<file path="src/rtl/dmem_ctrl_pkg.sv">
// Shared constants for the data-memory controller: reset level, load/store aluop codes
// and a decoder that turns an aluop into access size, direction and signedness.
package dmem_ctrl_pkg;

    localparam logic        RST_ENABLE = 1'b0;
    localparam logic [31:0] ZERO_WORD  = 32'h0000_0000;

    localparam logic [7:0] EXE_NOP_OP = 8'b0000_0000;
    localparam logic [7:0] EXE_LB_OP  = 8'b1110_0000;
    localparam logic [7:0] EXE_LH_OP  = 8'b1110_0001;
    localparam logic [7:0] EXE_LW_OP  = 8'b1110_0011;
    localparam logic [7:0] EXE_LBU_OP = 8'b1110_0100;
    localparam logic [7:0] EXE_LHU_OP = 8'b1110_0101;
    localparam logic [7:0] EXE_SB_OP  = 8'b1110_1000;
    localparam logic [7:0] EXE_SH_OP  = 8'b1110_1001;
    localparam logic [7:0] EXE_SW_OP  = 8'b1110_1011;

    typedef enum logic [1:0] {
        SZ_BYTE = 2'd0,
        SZ_HALF = 2'd1,
        SZ_WORD = 2'd2
    } mem_size_e;

    typedef struct packed {
        logic      load;
        logic      store;
        logic      sign;
        mem_size_e size;
    } mem_op_t;

    function automatic mem_op_t decode_op(input logic [7:0] op);
        mem_op_t d;
        d = '{load: 1'b0, store: 1'b0, sign: 1'b0, size: SZ_WORD};
        case (op)
            EXE_LB_OP:  d = '{load: 1'b1, store: 1'b0, sign: 1'b1, size: SZ_BYTE};
            EXE_LBU_OP: d = '{load: 1'b1, store: 1'b0, sign: 1'b0, size: SZ_BYTE};
            EXE_LH_OP:  d = '{load: 1'b1, store: 1'b0, sign: 1'b1, size: SZ_HALF};
            EXE_LHU_OP: d = '{load: 1'b1, store: 1'b0, sign: 1'b0, size: SZ_HALF};
            EXE_LW_OP:  d = '{load: 1'b1, store: 1'b0, sign: 1'b0, size: SZ_WORD};
            EXE_SB_OP:  d = '{load: 1'b0, store: 1'b1, sign: 1'b0, size: SZ_BYTE};
            EXE_SH_OP:  d = '{load: 1'b0, store: 1'b1, sign: 1'b0, size: SZ_HALF};
            EXE_SW_OP:  d = '{load: 1'b0, store: 1'b1, sign: 1'b0, size: SZ_WORD};
            default:    d = '{load: 1'b0, store: 1'b0, sign: 1'b0, size: SZ_WORD};
        endcase
        return d;
    endfunction

endpackage

</file>
<file path="src/rtl/dmem_fmt.sv">
// Combinational big-endian byte-lane steering: store replication, byte enables,
// and load lane extraction with sign/zero extension.
module dmem_fmt
    import dmem_ctrl_pkg::*;
(
    input  logic [7:0]  i_aluop,
    input  logic [1:0]  i_lane,
    input  logic [31:0] i_reg2,
    input  logic [31:0] i_rdata,
    output logic [3:0]  o_be,
    output logic [31:0] o_wdata,
    output logic [31:0] o_load
);

    mem_op_t     w_dec;
    logic [7:0]  w_byte;
    logic [15:0] w_half;

    always_comb begin
        w_dec = decode_op(i_aluop);
        case (i_lane)
            2'b00:   w_byte = i_rdata[31:24];
            2'b01:   w_byte = i_rdata[23:16];
            2'b10:   w_byte = i_rdata[15:8];
            default: w_byte = i_rdata[7:0];
        endcase
        w_half = i_lane[1] ? i_rdata[15:0] : i_rdata[31:16];
    end

    always_comb begin
        o_be    = 4'b0000;
        o_wdata = ZERO_WORD;
        o_load  = ZERO_WORD;
        case (w_dec.size)
            SZ_BYTE: begin
                o_be    = 4'b1000 >> i_lane;
                o_wdata = {4{i_reg2[7:0]}};
                o_load  = {{24{w_dec.sign & w_byte[7]}}, w_byte};
            end
            SZ_HALF: begin
                o_be    = i_lane[1] ? 4'b0011 : 4'b1100;
                o_wdata = {2{i_reg2[15:0]}};
                o_load  = {{16{w_dec.sign & w_half[15]}}, w_half};
            end
            default: begin
                o_be    = 4'b1111;
                o_wdata = i_reg2;
                o_load  = i_rdata;
            end
        endcase
        // Loads always fetch the whole word; the lane is picked on return.
        if (w_dec.load) begin
            o_be = 4'b1111;
        end
        if (!w_dec.load && !w_dec.store) begin
            o_be    = 4'b0000;
            o_wdata = ZERO_WORD;
        end
    end

endmodule

</file>
<file path="src/rtl/dmem_ctrl.sv">
// Data-memory bus controller: one request/ack bus transaction per load/store
// instruction, stalling the pipeline until the slave acknowledges.
module dmem_ctrl
    import dmem_ctrl_pkg::*;
(
    input  logic        clk,
    input  logic        rst,
    input  logic [7:0]  mem_aluop,
    input  logic [31:0] mem_mem_addr,
    input  logic [31:0] mem_reg2,
    input  logic        flush,
    input  logic        d_ack,
    input  logic [31:0] d_rdata,
    output logic        d_req,
    output logic        d_we,
    output logic [31:0] d_addr,
    output logic [3:0]  d_be,
    output logic [31:0] d_wdata,
    output logic        stallreq,
    output logic [31:0] load_data,
    output logic        load_valid,
    output logic        adel,
    output logic        ades
);

    localparam logic [1:0] S_IDLE = 2'd0;
    localparam logic [1:0] S_REQ  = 2'd1;
    localparam logic [1:0] S_DONE = 2'd2;

    logic [1:0]  r_state;
    logic [7:0]  r_op;
    logic [1:0]  r_lane;
    logic        r_flush_seen;
    logic        r_d_req;
    logic        r_d_we;
    logic [31:0] r_d_addr;
    logic [3:0]  r_d_be;
    logic [31:0] r_d_wdata;
    logic [31:0] r_load_data;
    logic        r_load_valid;

    mem_op_t     w_dec;
    mem_op_t     w_held_dec;
    logic        w_active;
    logic        w_idle;
    logic        w_misalign;
    logic        w_start;
    logic        w_flushed;
    logic [7:0]  w_fmt_op;
    logic [1:0]  w_fmt_lane;
    logic [3:0]  w_be;
    logic [31:0] w_wdata;
    logic [31:0] w_load;

    always_comb begin
        w_dec      = decode_op(mem_aluop);
        w_held_dec = decode_op(r_op);
        w_active   = (rst != RST_ENABLE);
        w_idle     = (r_state == S_IDLE);
        w_misalign = ((w_dec.size == SZ_HALF) && mem_mem_addr[0]) ||
                     ((w_dec.size == SZ_WORD) && (mem_mem_addr[1:0] != 2'b00));
        w_start    = w_active && w_idle && (w_dec.load || w_dec.store) &&
                     !w_misalign && !flush;
        w_flushed  = r_flush_seen || flush;
        // Formatter serves the incoming op in IDLE and the latched op afterwards.
        w_fmt_op   = w_idle ? mem_aluop : r_op;
        w_fmt_lane = w_idle ? mem_mem_addr[1:0] : r_lane;
    end

    dmem_fmt u_fmt (
        .i_aluop (w_fmt_op),
        .i_lane  (w_fmt_lane),
        .i_reg2  (mem_reg2),
        .i_rdata (d_rdata),
        .o_be    (w_be),
        .o_wdata (w_wdata),
        .o_load  (w_load)
    );

    always_ff @(posedge clk) begin
        if (rst == RST_ENABLE) begin
            r_state      <= S_IDLE;
            r_op         <= EXE_NOP_OP;
            r_lane       <= 2'b00;
            r_flush_seen <= 1'b0;
            r_d_req      <= 1'b0;
            r_d_we       <= 1'b0;
            r_d_addr     <= ZERO_WORD;
            r_d_be       <= 4'b0000;
            r_d_wdata    <= ZERO_WORD;
            r_load_data  <= ZERO_WORD;
            r_load_valid <= 1'b0;
        end else begin
            case (r_state)
                S_IDLE: begin
                    r_load_valid <= 1'b0;
                    if (w_start) begin
                        r_state      <= S_REQ;
                        r_op         <= mem_aluop;
                        r_lane       <= mem_mem_addr[1:0];
                        r_flush_seen <= 1'b0;
                        r_d_req      <= 1'b1;
                        r_d_we       <= w_dec.store;
                        r_d_addr     <= {mem_mem_addr[31:2], 2'b00};
                        r_d_be       <= w_be;
                        r_d_wdata    <= w_wdata;
                    end
                end
                S_REQ: begin
                    if (flush) begin
                        r_flush_seen <= 1'b1;
                    end
                    if (d_ack) begin
                        r_d_req <= 1'b0;
                        if (w_flushed) begin
                            r_state <= S_IDLE;
                        end else begin
                            r_state <= S_DONE;
                            if (w_held_dec.load) begin
                                r_load_data  <= w_load;
                                r_load_valid <= 1'b1;
                            end
                        end
                    end
                end
                S_DONE: begin
                    r_load_valid <= 1'b0;
                    r_state      <= S_IDLE;
                end
                default: begin
                    r_state <= S_IDLE;
                end
            endcase
        end
    end

    assign d_req      = r_d_req;
    assign d_we       = r_d_we;
    assign d_addr     = r_d_addr;
    assign d_be       = r_d_be;
    assign d_wdata    = r_d_wdata;
    assign load_data  = r_load_data;
    assign load_valid = r_load_valid;
    assign stallreq   = w_active && ((w_idle && w_start) || (r_state == S_REQ));
    assign adel       = w_active && w_idle && w_dec.load  && w_misalign;
    assign ades       = w_active && w_idle && w_dec.store && w_misalign;

endmodule

</file>
<file path="config.mk">
export PLATFORM = sky130hd
export DESIGN_NAME = dmem_ctrl
export DESIGN_NICKNAME = d
export VERILOG_FILES = /design/src/rtl/dmem_ctrl_pkg.sv /design/src/rtl/dmem_fmt.sv /design/src/rtl/dmem_ctrl.sv
export SDC_FILE = /design/constraint.sdc
export NUM_CORES = 1
export LEC_CHECK = 0
export CAP_MARGIN = 40
export CELL_PAD_IN_SITES_DETAIL_PLACEMENT = 1
export CELL_PAD_IN_SITES_GLOBAL_PLACEMENT = 2
export CORE_MARGIN = 10
export CORE_UTILIZATION = 22
export DETAILED_ROUTE_END_ITERATION = 16
export PLACE_DENSITY = 0.8
export SLEW_MARGIN = 20
export SYNTH_ARGS = -nofsm -noshare
export SYNTH_HDL_FRONTEND = slang
export SYNTH_SLANG_ARGS = --single-unit
export TNS_END_PERCENT = 1
</file>
<file path="constraint.sdc">
create_clock -name clk -period 1.9 [get_ports clk]
set_input_delay 0.38 -clock clk [delete_from_list [all_inputs] [get_ports clk]]
set_output_delay 0.38 -clock clk [all_outputs]
set_load 0.02 [all_outputs]
</file>
-- Word level (Yosys, flattened, before mapping)
Cells that the tools add are included.
- output and inout bits: 106
- register bits: 114
- input port bits: 108
- logic and storage cells: 113
- bitwise gates (word level): 3
- reductions and logical operators: 34
- equal/unequal tests: 36
- muxes and demuxes: 28
- shift-type cells: 1
- operator list (operator ; count):
    $eq 8x8->1 const B ; 24
    $pmux 32 s2 ; 2
    $pmux 5 s8 ; 3
    $mux 32 ; 1
    $pmux 8 s3 ; 1
    $mux 16 ; 1
    $logic_and 1x1->1 ; 13
    $mux 4 ; 3
    $eq 2x1->1 const B ; 4
    $mux 2 ; 4
    $mux 8 ; 1
    $ne 2x2->1 const B ; 4
    $pmux 4 s2 ; 1
    $reduce_and 4->1 ; 2
    $mux 1 ; 7
    $eq 2x2->1 const B ; 3
    $logic_not 2->1 ; 3
    $pmux 1 s2 ; 3
    $reduce_and 3->1 ; 2
    $reduce_bool 2->1 ; 3
    $logic_not 1->1 ; 4
    $logic_or 1x1->1 ; 4
    $pmux 2 s2 ; 1
    $reduce_and 2->1 ; 2
    other kinds (5) ; 6

-- Longest topological paths before layout
- word-level depth: 11
- mapped depth: 9
- depth with buffers taken out: 6

-- Cells and area by module
From an unflattened synthesis, not the netlist that was laid out.
- cells, all modules: 743
- area total of the unflattened synthesis: 6374.9 um2
- by module, submodules not included (module ; sequential area each (um2) ; times used ; area an instance (um2) ; cells an instance):
    dmem_ctrl ; 2282.2 ; 1 ; 4773.3 ; 521
    dmem_fmt ; 0.0 ; 1 ; 1601.5 ; 222

-- Worst setup path after synthesis
No wires, ideal clock.
- path type: input port to output port
- start point: in mem_aluop[1]
- end point: out adel
- stages on the path: 6
- arrival: 2.075 ns
- required time: 1.520 ns
- path buffers: 1
- path slack: -0.555 ns
- cells stage by stage: buf_2 > a21o_1 > o21ai_0 > nand2_1 > nand2_1 > a2111oi_0
- word-level cells in the longest chain between the ends: 6
- elaborated cells between the ends (all ways): 16
- classes of those cells: eq/ne (10); mux (1); reduce/logical (5)
- RTL lines (item ; RTL line ; text):
    start: declaration ; dmem_ctrl.sv:8 ; input logic [7:0] mem_aluop,
    $eq 8x8->1 ; dmem_ctrl_pkg.sv:34 ; case (op)
    $pmux 5 s8 (*) ; dmem_ctrl_pkg.sv:34 ;
    $eq 2x1->1 or $eq 2x2->1 (tied branches) ; dmem_ctrl.sv:60, dmem_ctrl.sv:61 ;
    $logic_and 1x1->1, on equally long branches ; dmem_ctrl.sv:60, dmem_ctrl.sv:61 ;
    $logic_or 1x1->1 ; dmem_ctrl.sv:60 ; w_misalign = ((w_dec.size == SZ_HALF) && mem_mem_addr[0]) ||
    $logic_and 1x1->1 (*) ; dmem_ctrl.sv:145 ; assign adel = w_active && w_idle && w_dec.load && w_misalign;
    end: declaration ; dmem_ctrl.sv:22 ; output logic adel,
Mark *: on every way between the ends. The rest lies on a longest branch, timed or not.

-- Worst setup path in the final report
- start point: reg r_state[0]
- end point: reg r_load_data[2] (netlist: load_data[2])
- word-level cells in the longest chain between the ends: 6
- elaborated cells between the ends (all ways): 22
- classes of those cells: eq/ne (12); mux (6); reduce/logical (4)
- RTL lines (item ; RTL line ; text):
    start: declaration ; dmem_ctrl.sv:30 ; logic [1:0] r_state;
    start signal: assignment ; dmem_ctrl.sv:82 ; r_state <= S_IDLE;
    start signal: assignment ; dmem_ctrl.sv:98 ; r_state <= S_REQ;
    start signal: assignment ; dmem_ctrl.sv:116 ; r_state <= S_IDLE;
    $logic_not 2->1 ; dmem_ctrl.sv:59 ; w_idle = (r_state == S_IDLE);
    $mux 8 ; dmem_ctrl.sv:66 ; w_fmt_op = w_idle ? mem_aluop : r_op;
    $eq 8x8->1 ; dmem_ctrl_pkg.sv:34 ;
    $pmux 5 s8 ; dmem_ctrl_pkg.sv:34 ;
    $eq 2x1->1 or $logic_not 2->1 (tied branches) ; dmem_fmt.sv:34 ; case (w_dec.size)
    $pmux 32 s2 ; dmem_fmt.sv:34 ;
    end signal: assignment ; dmem_ctrl.sv:120 ; r_load_data <= w_load;
    end: declaration ; dmem_ctrl.sv:39 ; logic [31:0] r_load_data;
Several ways; a longest one is shown, not always the timed one.
A chain may end at the register's enable or synchronous reset.

==> reports/metrics.csv <==
stage,metric,value,unit
worst_setup_path,Critical Path AT,2.49,ns
die,I/O pin cnt,214,
run,max_cap viols,0,
sta,Slew HR,54.4,%
placed_design,GP Congestion,0.809,
final_layout,NumNets Final,964,
synth,"area leader, netlist",dfxtp_1,
synth,largest family of logic cells by synthesized area,compound AO/OA/AOI/OAI gates,
global_route,vias in the first global route,5710,
route,initial drt markers,257,
die,Die H,174,µm
status,failing checks,setup timing,
power,Flop pwr share,38.0,%
final_layout,"Area growth, synth to finish",74.1,%
clock_tree,CTS Buf Count,17,
worst_setup_path,CP max stage cell,dfxtp_2,
power,Sw Pwr,1.42,mW
clock_tree,Sink Count,114,
worst_setup_path,crit-path max FO,7,
power,Clk pwr share,52.6,%
sta,period utilisation layout,112,%
synth,mux contribution to synthesized area,5.50,%
sta,max-slew violation count,0,
sta,Final Worst Setup Slack,-0.222,ns
final_layout,Non-Filler Instances,1188,
synth,Post-synth EDFFs,0,
die,die width,174,µm
worst_setup_path,CP max stage delay,0.35,ns
placed_design,IO buf count,211,
synth,"count leader, synth",nand2_1,
power,Cell Pwr Density,696,mW/mm²
global_route,GR Util All Layers,14.2,%
clock_tree,H-Tree Depth,4,
worst_setup_path,reg-to-reg critical path startpoint,r_state[0],
global_route,met1 Track Usage GR,17.0,%
final_layout,Fill cells,2681,
worst_setup_path,"Critical Path, Cell by Cell","nor2_4, mux2_4, a221o_1, buf_12, mux2_4, a31oi_1, o211a_1",
synth,Cells after Synth,596,
synth,"top cells by area, synth","dfxtp_1 (44%), nand2_1 (8.6%), a21boi_0 (5.3%), o21ai_0 (3.7%), a21oi_1 (2.8%)",
sta,post-route minimum period,2.12,ns
final_layout,fraction of layout cells with a size suffix above 1,19.6,%
worst_setup_path,CP top delay family,compound AO/OA/AOI/OAI gates,
global_route,pin count of the biggest net entering global routing,69,
worst_setup_path,end point of the critical path,load_data[2],
synth,Post-synth top cells,"nand2_1 (119), dfxtp_1 (114), o21ai_0 (39)",
placed_design,Inst Count DP,1147,
synth,Ys Warns,0,
die,initial core utilization,22.3,%
global_route,gr busiest metal,met2,
route,Vias,5445,
synth,Synth Area in Compound Gates,28.3,%
worst_setup_path,required time of the critical path,2.26,ns
power,Max VDD drop,519,µV
placed_design,HPWL after DPL,16300,µm
clock_tree,root buf cell,clkbuf_16,
synth,sequential element share of the synthesized area,43.8,%
synth,post-synthesis cell type count,63,
synth,share of the synthesized area in the top cell type,43.8,%
power,Tot Pwr,6.31,mW
global_route,GR Util met2,22.7,%
clock_tree,clk slew on worst S/H paths,0.06,ns
die,Std-Cell Rows,56,
synth,Post-Synth Simple-Gate Area,17.5,%
die,core area,0.0234,mm²
worst_setup_path,register-to-register setup slack,-0.22,ns
clock_tree,Clock Latency Late Sink,0.42,ns
worst_setup_path,Setup CP Type,flip-flop to flip-flop,
min_path,WHS Path Cells,2,
die,DIE AREA,0.0302,mm²
route,Vias/cell,4.58,
route,routed len/inst,18.6,µm
status,status,finished with violations,
min_path,Hold WC Path Type,flip-flop to flip-flop,
synth,register bit total from synthesis,114,
worst_setup_path,FF-to-FF End,load_data[2],
synth,Post-Synth Adder-Cell Area,0,%
sta,Fmax achieved,471,MHz
sta,unrepaired setup endpoints after global routing,yes,
worst_setup_path,number of stages on the worst setup path,7,
worst_setup_path,Critical Path End Type,flip-flop,
global_route,first-pass GRT wire length,34000,µm
worst_setup_path,Setup crit start kind,flip-flop,
worst_setup_path,Worst path most repeated cell,mux2_4,
route,router iterations before antenna repair,4,
power,cell-internal power,4.89,mW
synth,syn_area_per_cell,8.75,µm²
synth,ys flop type,dfxtp_1,
worst_setup_path,Crit. Startpoint,r_state[0],
clock_tree,Max Buffers Root-to-Sink,2,
sta,final hold violations,0,
global_route,M3 GR Usage,5.87,%
power,Lkg Pwr,3.49,nW
route,final WL,22100,µm
route,post-route DRC violation count,0,
sta,Setup Skew,0.0130,ns
final_layout,Util after Layout,38.8,%
sta,Least-Margin Pin Slew,0.684,ns
synth,synthesized area,0.00521,mm²
global_route,grt ovf,0,
global_route,initial antenna violation count,2,
sta,Hold WS,0.449,ns
power,Logic pwr share,9.4,%
clock_tree,CTS tree,yes,
worst_setup_path,reg2reg path depth,7,
sta,final setup fails,44,
synth,fraction of registers with async set/reset,0,%
power,Switching Fraction,22.5,%
synth,XOR/XNOR Fraction of Synth Area,0,%
route,DRT antenna net count,0,
worst_setup_path,WP buf/inv,1,
==> cell usage in the layout (no fill, tap or decap), types with 4 or more instances in the layout <==
| cell | instances |
|---|---|
| a21boi_0 | 34 |
| a21boi_1 | 18 |
| a21oi_1 | 28 |
| a22oi_1 | 9 |
| a31oi_1 | 6 |
| and3_1 | 4 |
| buf_12 | 14 |
| buf_4 | 57 |
| buf_6 | 8 |
| clkbuf_16 | 17 |
| clkdlybuf4s50_1 | 197 |
| clkinv_2 | 4 |
| dfxtp_1 | 112 |
| dlygate4sd2_1 | 9 |
| mux2_4 | 8 |
| mux2i_1 | 9 |
| nand2_1 | 117 |
| nand3_1 | 19 |
| nor2_1 | 32 |
| nor2b_1 | 5 |
| o211a_1 | 8 |
| o21a_1 | 4 |
| o21ai_0 | 26 |
| o21ai_1 | 11 |
| o221a_2 | 4 |
| o221ai_1 | 4 |
| o22ai_1 | 16 |
| o31ai_1 | 8 |
==> worst min-delay path by stage <==
stage | slack (ns) | from | end
3_5_place_dp | 0.45 | d_wdata[0] | d_wdata[0]
6_report | 0.45 | d_addr[2] | d_addr[2]
2_1_floorplan | 0.44 | r_op[7] | r_op[7]
3_3_place_gp | 0.44 | d_req | d_req
4_1_cts | 0.45 | rst | r_state[1]
5_1_grt | 0.46 | rst | r_state[1]
==> per-stage QoR <==
stage | cell area (µm²) | setup slack (ns) | setup TNS [ns]
5_1_grt | 9070 | -0.309 | -9.43
6_report | 9070 | -0.222 | -2.89
3_3_place_gp | 8180 | -0.871 | -69.65
3_5_place_dp | 8180 | -0.890 | -73.40
2_1_floorplan | 5220 | -0.142 | -2.46
4_1_cts | 9010 | -0.196 | -3.75
==> state kept, by name, indices dropped and copies added (netlist names) <==
register      count
d_addr           30
d_be              4
d_req             1
d_wdata          32
d_we              1
load_data        32
load_valid        1
r_flush_seen      1
r_lane            2
r_op              8
r_state           2
==> worst register-to-register path: stages, from the launching register on <==
cell and delay (ns):
dfxtp_2 0.35, nor2_4 0.18, mux2_4 0.32, a221o_1 0.33
buf_12 0.17, mux2_4 0.31, a31oi_1 0.22, o211a_1 0.18
==> layer usage <==
| metal | share of wire (%) | up-vias | routed length (µm) |
|---|---|---|---|
| met5 | 0.059 | - | 13 |
| met4 | 1.2 | 2 | 273 |
| met3 | 8.0 | 21 | 1770 |
| met2 | 47 | 155 | 10400 |
| met1 | 44 | 2615 | 9700 |
| li1 | - | 2652 | - |
==> area by class of cell <==
type | count | area [µm²] | area share (%)
Inverter | 2 | 7.51 | 0.0827
Clock inverter | 10 | 133 | 1.46
Multi-Input combinational cell | 433 | 2880 | 31.8
Antenna cell | 1 | 2.50 | 0.0276
Timing Repair Buffer | 288 | 2900 | 31.9
Sequential cell | 114 | 2280 | 25.2
Clock buffer | 21 | 470 | 5.18
Tap cell | 319 | 399 | 4.40
==> logic make-up (layout without fill, tap and decap cells) <==
group,Yosys count,after routing
compound gates,204,204
buf+inv,50,321
simple gates,205,205
other cells,1,3
flops,114,114
mux,22,22
==> power by group through the flow <==
stage	Sequential (mW)	Clock (mW)	Combinational [mW]
2_1_floorplan	2.45	0	0.186
3_3_place_gp	2.45	0	0.571
3_5_place_dp	2.45	0	0.574
4_1_cts	2.40	3.43	0.595
5_1_grt	2.40	3.53	0.638
6_report	2.40	3.32	0.595
==> timing repair <==
item,4_1_cts,5_1_grt
endpoints found under the setup margin,112,104
gates resized for setup,68,18
setup buffers,8,0
cloned,1,0
pin swaps,13,14
hold buffers,0,0
Power figures use the tool's default switching activity.
